### src/rtl/qcw_gate_pkg.sv
`default_nettype none
// ============================================================================
// Module      : qcw_gate_pkg
// Description : Shared leg-state encoding and default sizes for the QCW gate
//               drive output stage.
// Revision    : 1.0 - initial release
// ============================================================================
package qcw_gate_pkg;

    localparam int c_def_num_ch   = 2;
    localparam int c_def_dt_width = 8;
    localparam int c_def_min_on   = 4;

    typedef enum logic [2:0] {
        LEG_OFF  = 3'd0,
        LEG_P_DT = 3'd1,
        LEG_P_ON = 3'd2,
        LEG_N_DT = 3'd3,
        LEG_N_ON = 3'd4
    } leg_state_t;

endpackage
`default_nettype wire

### src/rtl/qcw_gate_drive_if.sv
`default_nettype none
// ============================================================================
// Module      : qcw_gate_drive_if
// Description : Command/status bundle between the PLL-side controller (master)
//               and the gate drive output stage (slave).
// Revision    : 1.0 - initial release
// ============================================================================
interface qcw_gate_drive_if #(
    parameter int NUM_CH   = 2,
    parameter int DT_WIDTH = 8
);
    logic                enable;
    logic [NUM_CH-1:0]   phase_in;
    logic [DT_WIDTH-1:0] deadtime;
    logic                fault_in;
    logic                fault_clear;
    logic [NUM_CH-1:0]   gate_p;
    logic [NUM_CH-1:0]   gate_n;
    logic                active;
    logic                fault_latched;

    modport master (
        output enable, phase_in, deadtime, fault_in, fault_clear,
        input  gate_p, gate_n, active, fault_latched
    );

    modport slave (
        input  enable, phase_in, deadtime, fault_in, fault_clear,
        output gate_p, gate_n, active, fault_latched
    );
endinterface
`default_nettype wire

### src/rtl/qcw_gate_leg.sv
`default_nettype none
// ============================================================================
// Module      : qcw_gate_leg
// Description : One half-bridge leg: dead-time FSM producing a registered
//               complementary P/N gate pair. QCW_GATE_MIN_PULSE_EN adds an
//               on-time counter enforcing MIN_ON.
// Revision    : 1.0 - initial release
// ============================================================================
module qcw_gate_leg
    import qcw_gate_pkg::*;
#(
    parameter int DT_WIDTH = c_def_dt_width
`ifdef QCW_GATE_MIN_PULSE_EN
    ,
    parameter int MIN_ON   = c_def_min_on
`endif
) (
    input  wire logic                clk,
    input  wire logic                reset_n,
    input  wire logic                i_run,
    input  wire logic                i_phase,
    input  wire logic [DT_WIDTH-1:0] i_deadtime,
    output logic                     o_gate_p,
    output logic                     o_gate_n,
    output logic                     o_active
);

    localparam logic [DT_WIDTH-1:0] c_dt_one = DT_WIDTH'(1);

    leg_state_t          r_state;
    logic [DT_WIDTH-1:0] r_dt_cnt;
    logic                r_gate_p;
    logic                r_gate_n;
    logic                r_active;
    logic [DT_WIDTH-1:0] w_dt_load;
    logic                w_on_done;

    // A zero dead time still yields one both-off cycle.
    assign w_dt_load = (i_deadtime == '0) ? c_dt_one : i_deadtime;

`ifdef QCW_GATE_MIN_PULSE_EN
    localparam int c_on_w = $clog2(MIN_ON + 1);

    logic [c_on_w-1:0] r_on_cnt;
    logic              w_enter_on;

    assign w_enter_on = i_run && (r_dt_cnt == c_dt_one) &&
                        (((r_state == LEG_P_DT) &&  i_phase) ||
                         ((r_state == LEG_N_DT) && !i_phase));
    assign w_on_done  = (r_on_cnt <= c_on_w'(1));

    always_ff @(posedge clk or negedge reset_n) begin
        if (!reset_n) begin
            r_on_cnt <= '0;
        end else if (w_enter_on) begin
            r_on_cnt <= c_on_w'(MIN_ON);
        end else if (r_on_cnt > c_on_w'(1)) begin
            r_on_cnt <= r_on_cnt - c_on_w'(1);
        end
    end
`else
    assign w_on_done = 1'b1;
`endif

    always_ff @(posedge clk or negedge reset_n) begin
        if (!reset_n) begin
            r_state  <= LEG_OFF;
            r_dt_cnt <= '0;
            r_gate_p <= 1'b0;
            r_gate_n <= 1'b0;
            r_active <= 1'b0;
        end else if (!i_run) begin
            r_state  <= LEG_OFF;
            r_gate_p <= 1'b0;
            r_gate_n <= 1'b0;
            r_active <= 1'b0;
        end else begin
            r_active <= 1'b1;
            case (r_state)
                LEG_OFF: begin
                    r_state  <= i_phase ? LEG_P_DT : LEG_N_DT;
                    r_dt_cnt <= w_dt_load;
                end
                LEG_P_DT: begin
                    if (!i_phase) begin
                        r_state  <= LEG_N_DT;
                        r_dt_cnt <= w_dt_load;
                    end else if (r_dt_cnt == c_dt_one) begin
                        r_state  <= LEG_P_ON;
                        r_gate_p <= 1'b1;
                    end else begin
                        r_dt_cnt <= r_dt_cnt - c_dt_one;
                    end
                end
                LEG_N_DT: begin
                    if (i_phase) begin
                        r_state  <= LEG_P_DT;
                        r_dt_cnt <= w_dt_load;
                    end else if (r_dt_cnt == c_dt_one) begin
                        r_state  <= LEG_N_ON;
                        r_gate_n <= 1'b1;
                    end else begin
                        r_dt_cnt <= r_dt_cnt - c_dt_one;
                    end
                end
                LEG_P_ON: begin
                    if (!i_phase && w_on_done) begin
                        r_state  <= LEG_N_DT;
                        r_dt_cnt <= w_dt_load;
                        r_gate_p <= 1'b0;
                    end
                end
                LEG_N_ON: begin
                    if (i_phase && w_on_done) begin
                        r_state  <= LEG_P_DT;
                        r_dt_cnt <= w_dt_load;
                        r_gate_n <= 1'b0;
                    end
                end
                default: begin
                    r_state  <= LEG_OFF;
                    r_gate_p <= 1'b0;
                    r_gate_n <= 1'b0;
                    r_active <= 1'b0;
                end
            endcase
        end
    end

    assign o_gate_p = r_gate_p;
    assign o_gate_n = r_gate_n;
    assign o_active = r_active;

endmodule
`default_nettype wire

### src/rtl/qcw_gate_drive.sv
`default_nettype none
// ============================================================================
// Module      : qcw_gate_drive
// Description : Bridge gate-drive output stage: run qualification, sticky
//               fault latch and NUM_CH dead-time legs. Optional minimum gate
//               on-time via QCW_GATE_MIN_PULSE_EN.
// Revision    : 1.0 - initial release
// ============================================================================
module qcw_gate_drive
    import qcw_gate_pkg::*;
#(
    parameter int NUM_CH   = c_def_num_ch,
    parameter int DT_WIDTH = c_def_dt_width
`ifdef QCW_GATE_MIN_PULSE_EN
    ,
    parameter int MIN_ON   = c_def_min_on
`endif
) (
    input  wire logic       clk,
    input  wire logic       reset_n,
    qcw_gate_drive_if.slave gd
);

    logic              r_fault;
    logic              w_run;
    logic [NUM_CH-1:0] w_gate_p;
    logic [NUM_CH-1:0] w_gate_n;
    logic [NUM_CH-1:0] w_leg_active;

    // The live fault level blocks run too, so gates drop on the same edge
    // that sets the latch.
    assign w_run = gd.enable && !r_fault && !gd.fault_in;

    always_ff @(posedge clk or negedge reset_n) begin
        if (!reset_n) begin
            r_fault <= 1'b0;
        end else if (gd.fault_in) begin
            r_fault <= 1'b1;
        end else if (gd.fault_clear) begin
            r_fault <= 1'b0;
        end
    end

    for (genvar g = 0; g < NUM_CH; g++) begin : g_leg
        qcw_gate_leg #(
            .DT_WIDTH (DT_WIDTH)
`ifdef QCW_GATE_MIN_PULSE_EN
            ,
            .MIN_ON   (MIN_ON)
`endif
        ) u_leg (
            .clk        (clk),
            .reset_n    (reset_n),
            .i_run      (w_run),
            .i_phase    (gd.phase_in[g]),
            .i_deadtime (gd.deadtime),
            .o_gate_p   (w_gate_p[g]),
            .o_gate_n   (w_gate_n[g]),
            .o_active   (w_leg_active[g])
        );
    end

    assign gd.gate_p        = w_gate_p;
    assign gd.gate_n        = w_gate_n;
    assign gd.active        = |w_leg_active;
    assign gd.fault_latched = r_fault;

endmodule
`default_nettype wire
### src/flat_wrapper.sv
// flat-port wrapper written by rule: the top's interface ports become plain ports
module qcw_gate_drive_flat import qcw_gate_pkg::*;
#(
    parameter int NUM_CH   = c_def_num_ch,
    parameter int DT_WIDTH = c_def_dt_width

)
  (clk, reset_n, gd_enable, gd_phase_in, gd_deadtime, gd_fault_in, gd_fault_clear, gd_gate_p, gd_gate_n, gd_active, gd_fault_latched);
  qcw_gate_drive_if #(.NUM_CH(NUM_CH), .DT_WIDTH(DT_WIDTH)) gd_i ();
  input  wire logic clk;
  input  wire logic reset_n;
  input wire logic [$bits(gd_i.enable)-1:0] gd_enable;
  input wire logic [$bits(gd_i.phase_in)-1:0] gd_phase_in;
  input wire logic [$bits(gd_i.deadtime)-1:0] gd_deadtime;
  input wire logic [$bits(gd_i.fault_in)-1:0] gd_fault_in;
  input wire logic [$bits(gd_i.fault_clear)-1:0] gd_fault_clear;
  output wire logic [$bits(gd_i.gate_p)-1:0] gd_gate_p;
  output wire logic [$bits(gd_i.gate_n)-1:0] gd_gate_n;
  output wire logic [$bits(gd_i.active)-1:0] gd_active;
  output wire logic [$bits(gd_i.fault_latched)-1:0] gd_fault_latched;
  assign gd_i.enable = gd_enable;
  assign gd_i.phase_in = gd_phase_in;
  assign gd_i.deadtime = gd_deadtime;
  assign gd_i.fault_in = gd_fault_in;
  assign gd_i.fault_clear = gd_fault_clear;
  assign gd_gate_p = gd_i.gate_p;
  assign gd_gate_n = gd_i.gate_n;
  assign gd_active = gd_i.active;
  assign gd_fault_latched = gd_i.fault_latched;
  qcw_gate_drive #(.NUM_CH(NUM_CH), .DT_WIDTH(DT_WIDTH)) u_core (.clk(clk), .reset_n(reset_n), .gd(gd_i));
endmodule
### config.mk
export PLATFORM = sky130hd
export DESIGN_NAME = qcw_gate_drive_flat
export DESIGN_NICKNAME = d
export VERILOG_FILES = /design/src/rtl/qcw_gate_pkg.sv /design/src/rtl/qcw_gate_drive_if.sv /design/src/rtl/qcw_gate_leg.sv /design/src/rtl/qcw_gate_drive.sv /design/src/flat_wrapper.sv
export SDC_FILE = /design/constraint.sdc
export NUM_CORES = 1
export LEC_CHECK = 0
export BUFFER_PORTS_ARGS = -buffer_cell sky130_fd_sc_hd__buf_2
export CAP_MARGIN = 25
export CORE_ASPECT_RATIO = 0.7
export CORE_MARGIN = 4
export CORE_UTILIZATION = 51
export DETAILED_ROUTE_END_ITERATION = 12
export PLACE_DENSITY = 0.71
export SLEW_MARGIN = 20
export SYNTH_ARGS = -nofsm -noshare
export SYNTH_HDL_FRONTEND = slang
export SYNTH_HIERARCHICAL = 1
export SYNTH_SLANG_ARGS = --single-unit
### constraint.sdc
create_clock -name clk -period 2.1 [get_ports clk]
set_input_delay 0.42 -clock clk [delete_from_list [all_inputs] [get_ports clk]]
set_output_delay 0.42 -clock clk [all_outputs]
set_load 0.005 [all_outputs]
== Yosys cells after proc, flatten, opt, wreduce, memory -nomap -nowiden ==
Index checks and enable logic that the tools add are counted.
Word-level totals
  bits in registers: 29
  output and inout bits: 6
  word-level logic and storage cells: 127
Cells by class
  add/sub/neg operators: 2
  multiplexer cells: 55
  equality and inequality tests: 34
  reduce and logical (&&, ||, !) cells: 25
Operator list (number)
  $mux 8: 11
  $pmux 8 s5: 2
  $mux 3: 14
  $ne 3x3->1 const B: 12
  $reduce_and 4->1: 8
  $pmux 3 s5: 2
  $mux 1: 20
  $eq 8x1->1 const B: 2
  $ne 2x2->1 const B: 8
  $ne 4x4->1 const B: 4
  $sub 8x1->8 const B: 2
  $eq 3x2->1 const B: 4
  $pmux 1 s3: 4
  $reduce_or 3->1: 4
  $reduce_bool 5->1: 2
  $reduce_or 5->1: 2
  $logic_not 8->1: 1
  $eq 3x1->1 const B: 2
  $eq 3x3->1 const B: 2
  $logic_not 3->1: 2
  $mux 2: 2
  $logic_and 1x1->1: 2
  $logic_not 1->1: 2
  $reduce_bool 2->1: 1
  $reduce_or 2->1: 1

== Logic depth before layout (Yosys ltp) ==
  depth after elaboration: 5
  gate-level depth with buffers: 6
  gate-level depth less buffers: 6

== Modules after synthesis ==
Netlist, hierarchy kept.
Modules (own cells, without submodules)
  qcw_gate_leg (u_core.g_leg[1].u_leg): cells an instance 101, times used 1, area an instance 999.7 um^2, sequential area each 350.3 um^2
  qcw_gate_leg (u_core.g_leg[0].u_leg): cells an instance 100, times used 1, area an instance 948.4 um^2, sequential area each 350.3 um^2
  qcw_gate_drive: cells an instance 5, times used 1, area an instance 55.1 um^2, sequential area each 25.0 um^2

== Least setup slack after synthesis ==
No wires, ideal clock.
  path kind: register to register
  from: register u_core.r_fault, in the netlist u_core/gd.fault_latched
  to: register u_core.g_leg[1].u_leg.r_dt_cnt[7]
  stages on the path, launching flop included: 6
  data required time: 1.974 ns
  slack: 0.309 ns
  period minus slack after synthesis: 1.791 ns
  data arrival time: 1.665 ns
  cells stage by stage: dfrtp_1 -> nor3b_2 -> nor2b_1 -> mux2_4 -> o21ai_1 -> a221o_1
Between the ends
  longest elaborated chain between the ends: 4
RTL lines
  from (decl): line qcw_gate_drive.sv:24  | logic r_fault;
  from (signal assigned): line qcw_gate_drive.sv:36  | r_fault <= 1'b0;
  from (signal assigned): line qcw_gate_drive.sv:38  | r_fault <= 1'b1;
  from (signal assigned): line qcw_gate_drive.sv:40  | r_fault <= 1'b0;
  $logic_not 1->1: line qcw_gate_drive.sv:32  | assign w_run = gd.enable && !r_fault && !gd.fault_in;
  $logic_and 1x1->1 (2 in a row): line qcw_gate_drive.sv:32
  via u_core.w_run: line qcw_gate_drive.sv:25  | logic w_run;
  $reduce_and 4->1 (no source line)
  to (signal assigned): line qcw_gate_leg.sv:103  | r_dt_cnt <= r_dt_cnt - c_dt_one;
  to (signal assigned): line qcw_gate_leg.sv:109  | r_dt_cnt <= w_dt_load;
  to (signal assigned): line qcw_gate_leg.sv:116  | r_dt_cnt <= w_dt_load;
  to (decl): line qcw_gate_leg.sv:31  | logic [DT_WIDTH-1:0] r_dt_cnt;
The timed path passes the listed nets, and every way through them passes these cells.
A chain may end at the register's enable or synchronous reset.

== Worst setup path in the final report ==
  from: register u_core.g_leg[0].u_leg.r_state[0]
  to: register u_core.g_leg[0].u_leg.r_dt_cnt[6]
Between the ends
  longest elaborated chain between the ends: 3
RTL lines
  from (decl): line qcw_gate_leg.sv:30  | leg_state_t r_state;
  from (signal assigned): line qcw_gate_leg.sv:81  | r_state <= i_phase ? LEG_P_DT : LEG_N_DT;
  $eq 3x3->1, or another cell as far along: line qcw_gate_leg.sv:79  | case (r_state)
  $reduce_bool 5->1 (no source line) / $ne 2x2->1 (equally long branches)
  $reduce_and 4->1 (no source line)
  to (signal assigned): line qcw_gate_leg.sv:82  | r_dt_cnt <= w_dt_load;
  to (signal assigned): line qcw_gate_leg.sv:87  | r_dt_cnt <= w_dt_load;
  to (signal assigned): line qcw_gate_leg.sv:92  | r_dt_cnt <= r_dt_cnt - c_dt_one;
  to (decl): line qcw_gate_leg.sv:31
Parallel ways exist; a longest one is shown, timed or not.

==> impl_metrics.csv <==
group,metric,value,unit
grt,grt_overflow,0,
drt,wl,4.59,mm
placement,io_buffers,20,
cts,cts_tree,"yes",
logic_synthesis,synth-seq-area-share,36.2,%
power_and_ir_drop,clkPwrFrac,35.0,%
sta,finalSetupViolations,0,
drt,drcViolationCount,0,
sta,slew_violations,0,
logic_synthesis,synth_async_sr_flop_share,100,%
logic_synthesis,synth_nets,225,
grt,grt_use_total,19.7,%
worst_setup_path,crit_fanout,13,
logic_synthesis,yosys_warnings,6,
sta,max_freq,0.512,GHz
sta,finalCriticalPeriod,1.95,ns
drt,drt_iter0_markers,108,
cts,clkTransAtPathRegs,0.07,ns
die,ioPinCount,21,
drt,vias,1715,
grt,grt_max_degree,30,
power_and_ir_drop,p_leak,1.00,nW
power_and_ir_drop,p_int,1.35,mW
power_and_ir_drop,p_switching,0.624,mW
worst_setup_path,endpoint_kind,"register",
placement,dp_hpwl,3.40,mm
logic_synthesis,yosys.area.top_type,"dfrtp_1",
logic_synthesis,avgSynthCellArea,9.72,um^2
placement,placed_cell_area,2140,um^2
worst_setup_path,reg2reg_depth,4,
drt,drt-pass1-iter-count,4,
logic_synthesis,synth_area_leaders,"dfrtp_1 36%, a21oi_1 3.5%, a32oi_1 3.1%",
sta,rsz0062_at_grt,"no",
logic_synthesis,syn_area,2000,um^2
logic_synthesis,syn_inst,206,
finish,nets,250,
worst_setup_path,worst_ep_required_time,2.27,ns
finish,final_cell_area,2270,um^2
cts,numCtsBuffers,5,
sta,hold_violations,0,
logic_synthesis,synth_edf_count,0,
sta,fin_crit_sh,93.0,%
sta,slew-limit-headroom,52.0,%
sta,finalSetupTns,0,ns
drt,drt-wirelength-per-cell,16.3,um
cts,cts-htree-levels,2,
finish,drive_above_1_share,23.3,%
outcome,status,"completed",
die,core.rowCount,18,
cts,post-cts-setup-buffer-count,0,
finish,area_growth,13.4,%
cts,root_buffer,"clkbuf_8",
die,die_area,5010,um^2
cts,clockBufferDepth,2,
job,drv_cap,0,
finish,layout_commonest_cell,"dfrtp_1",
grt,grt_pass1_wl,7.80,mm
placement,gp_congestion,0.914,
die,core-area,3650,um^2
cts,cts.sinks,29,
sta,worst_slack,0.148,ns
grt,grt_pass1_vias,1647,
power_and_ir_drop,power_density,867,nW/um^2
cts,hold_buffers,0,
logic_synthesis,ys.flop_type,"dfrtp_1",
placement,place_inst,274,
finish,final_cell_mix,"29 x dfrtp_1, 20 x buf_2, 16 x nor2_1, 15 x inv_1, 14 x a21oi_1",
cts,clock_latency,0.28,ns
logic_synthesis,yosys.area.top_type_share,36.2,%
finish,fin_cells,282,
worst_setup_path,worstSetupPathType,"reg2reg",
logic_synthesis,ys_types,60,
power_and_ir_drop,switching_share,31.7,%
die,start_util,54.9,%
hold_path,hold_path.class,"in2async",
drt,drtAntennaViolNets,0,
worst_setup_path,arrival,2.12,ns
grt,antenna_found_initial,0,
sta,hold_slack,0.155,ns
sta,worst_slew_pin_slew,0.706,ns
power_and_ir_drop,p_comb_share,25.9,%
worst_setup_path,cp-start-kind,"register",
die,die_x,82.9,um
power_and_ir_drop,p_seq_share,39.1,%
cts,post_cts_resized,0,
logic_synthesis,synth-seq-cells,29,
power_and_ir_drop,ir_drop,0.388,mV
drt,viasPerCell,6.08,
finish,diodes,0,
sta,fin_worst_skew,0.00391,ns
placement,pre_cts_slack,0.0250,ns
power_and_ir_drop,finalPower,1.97,mW
finish,postLayoutCoreUtil,62.3,%
die,fp.dieH,60.4,um
## metal layers
| layer | global-route usage [%] | wire, um | vias to the layer above | share of wire (%) |
|---|---|---|---|---|
| met2 | 30.7 | 2000 | 58 | 44 |
| met4 | 8.86 | 51 | 0 | 1.1 |
| met5 | 0 | 0 | - | 0 |
| met1 | 26.8 | 2250 | 821 | 49 |
| li1 | - | - | 830 | - |
| met3 | 4.61 | 287 | 6 | 6.2 |
## cell families (layout without fill, tap and decap cells)
family / Yosys count / in the layout / synth area share [%]
mux: 5 / 5 / 3.87
flops: 29 / 29 / 36.2
fa+ha+maj: 4 / 4 / 2.50
simple gates: 73 / 73 / 23.3
buf+inv: 22 / 48 / 6.06
compound gates: 71 / 71 / 25.9
xor+xnor: 2 / 2 / 2.19
## final timing paths
kind | start | to | slack (ns)
worst max-delay path | u_core/g_leg[0].u_leg/r_state[0]$_DFFE_PN0P_ | u_core/g_leg[0].u_leg/r_dt_cnt[6]$_DFFE_PN0P_ | 0.15
worst min-delay path | reset_n | u_core/g_leg[0].u_leg/r_dt_cnt[6]$_DFFE_PN0P_ | 0.15
worst max register to register | u_core/g_leg[0].u_leg/r_state[0]$_DFFE_PN0P_ | u_core/g_leg[0].u_leg/r_dt_cnt[6]$_DFFE_PN0P_ | 0.15
worst min register to register | u_core/g_leg[0].u_leg/o_gate_n$_DFFE_PN0P_ | u_core/g_leg[0].u_leg/o_gate_n$_DFFE_PN0P_ | 0.51
max in group asynchronous | reset_n | u_core/g_leg[1].u_leg/r_dt_cnt[6]$_DFFE_PN0P_ | 1.53
min in group clk | gd_fault_in | u_core/gd.fault_latched$_DFFE_PN0P_ | 0.34
## critical path: stages, from the launching register on
cell     delay [ns]
dfrtp_1        0.48
nor2b_2        0.22
mux2i_2        0.65
nor2_1         0.12
a221o_1        0.36
## state kept, by name (all words and copies together), names as in the netlist
register / cells
u_core/g_leg.u_leg/o_active: 2
u_core/g_leg.u_leg/o_gate_n: 2
u_core/g_leg.u_leg/o_gate_p: 2
u_core/g_leg.u_leg/r_dt_cnt: 16
u_core/g_leg.u_leg/r_state: 6
u_core/gd.fault_latched: 1
## power by group through the flow
stage                     clock network [mW]  logic [mW]  registers (mW)
after floorplan                            0       0.364           0.756
after global placement                     0       0.484           0.773
after detailed placement                   0       0.499           0.779
after CTS                              0.708       0.503           0.769
after global routing                   0.738       0.567           0.785
final                                  0.690       0.511           0.770
## final cells by class
type                    count  area, um^2
well taps                  50        62.6
clock inverters             3        65.1
multi-input cells         155        1160
clock buffers               5        68.8
flip-flops and latches     29         726
fillers                   303        1380
inverters                  15        56.3
repair buffers             25         138
## Yosys cell counts (all sizes together) (5+ instances only)
cell / instances
a21oi: 14
nor2: 16
nor2b: 5
a32oi: 7
inv: 15
o22ai: 5
o21ai: 15
nor3: 10
nand2: 9
nand2b: 7
buf: 7
dfrtp: 29
Note: power is estimated with default switching activity, not from simulation.
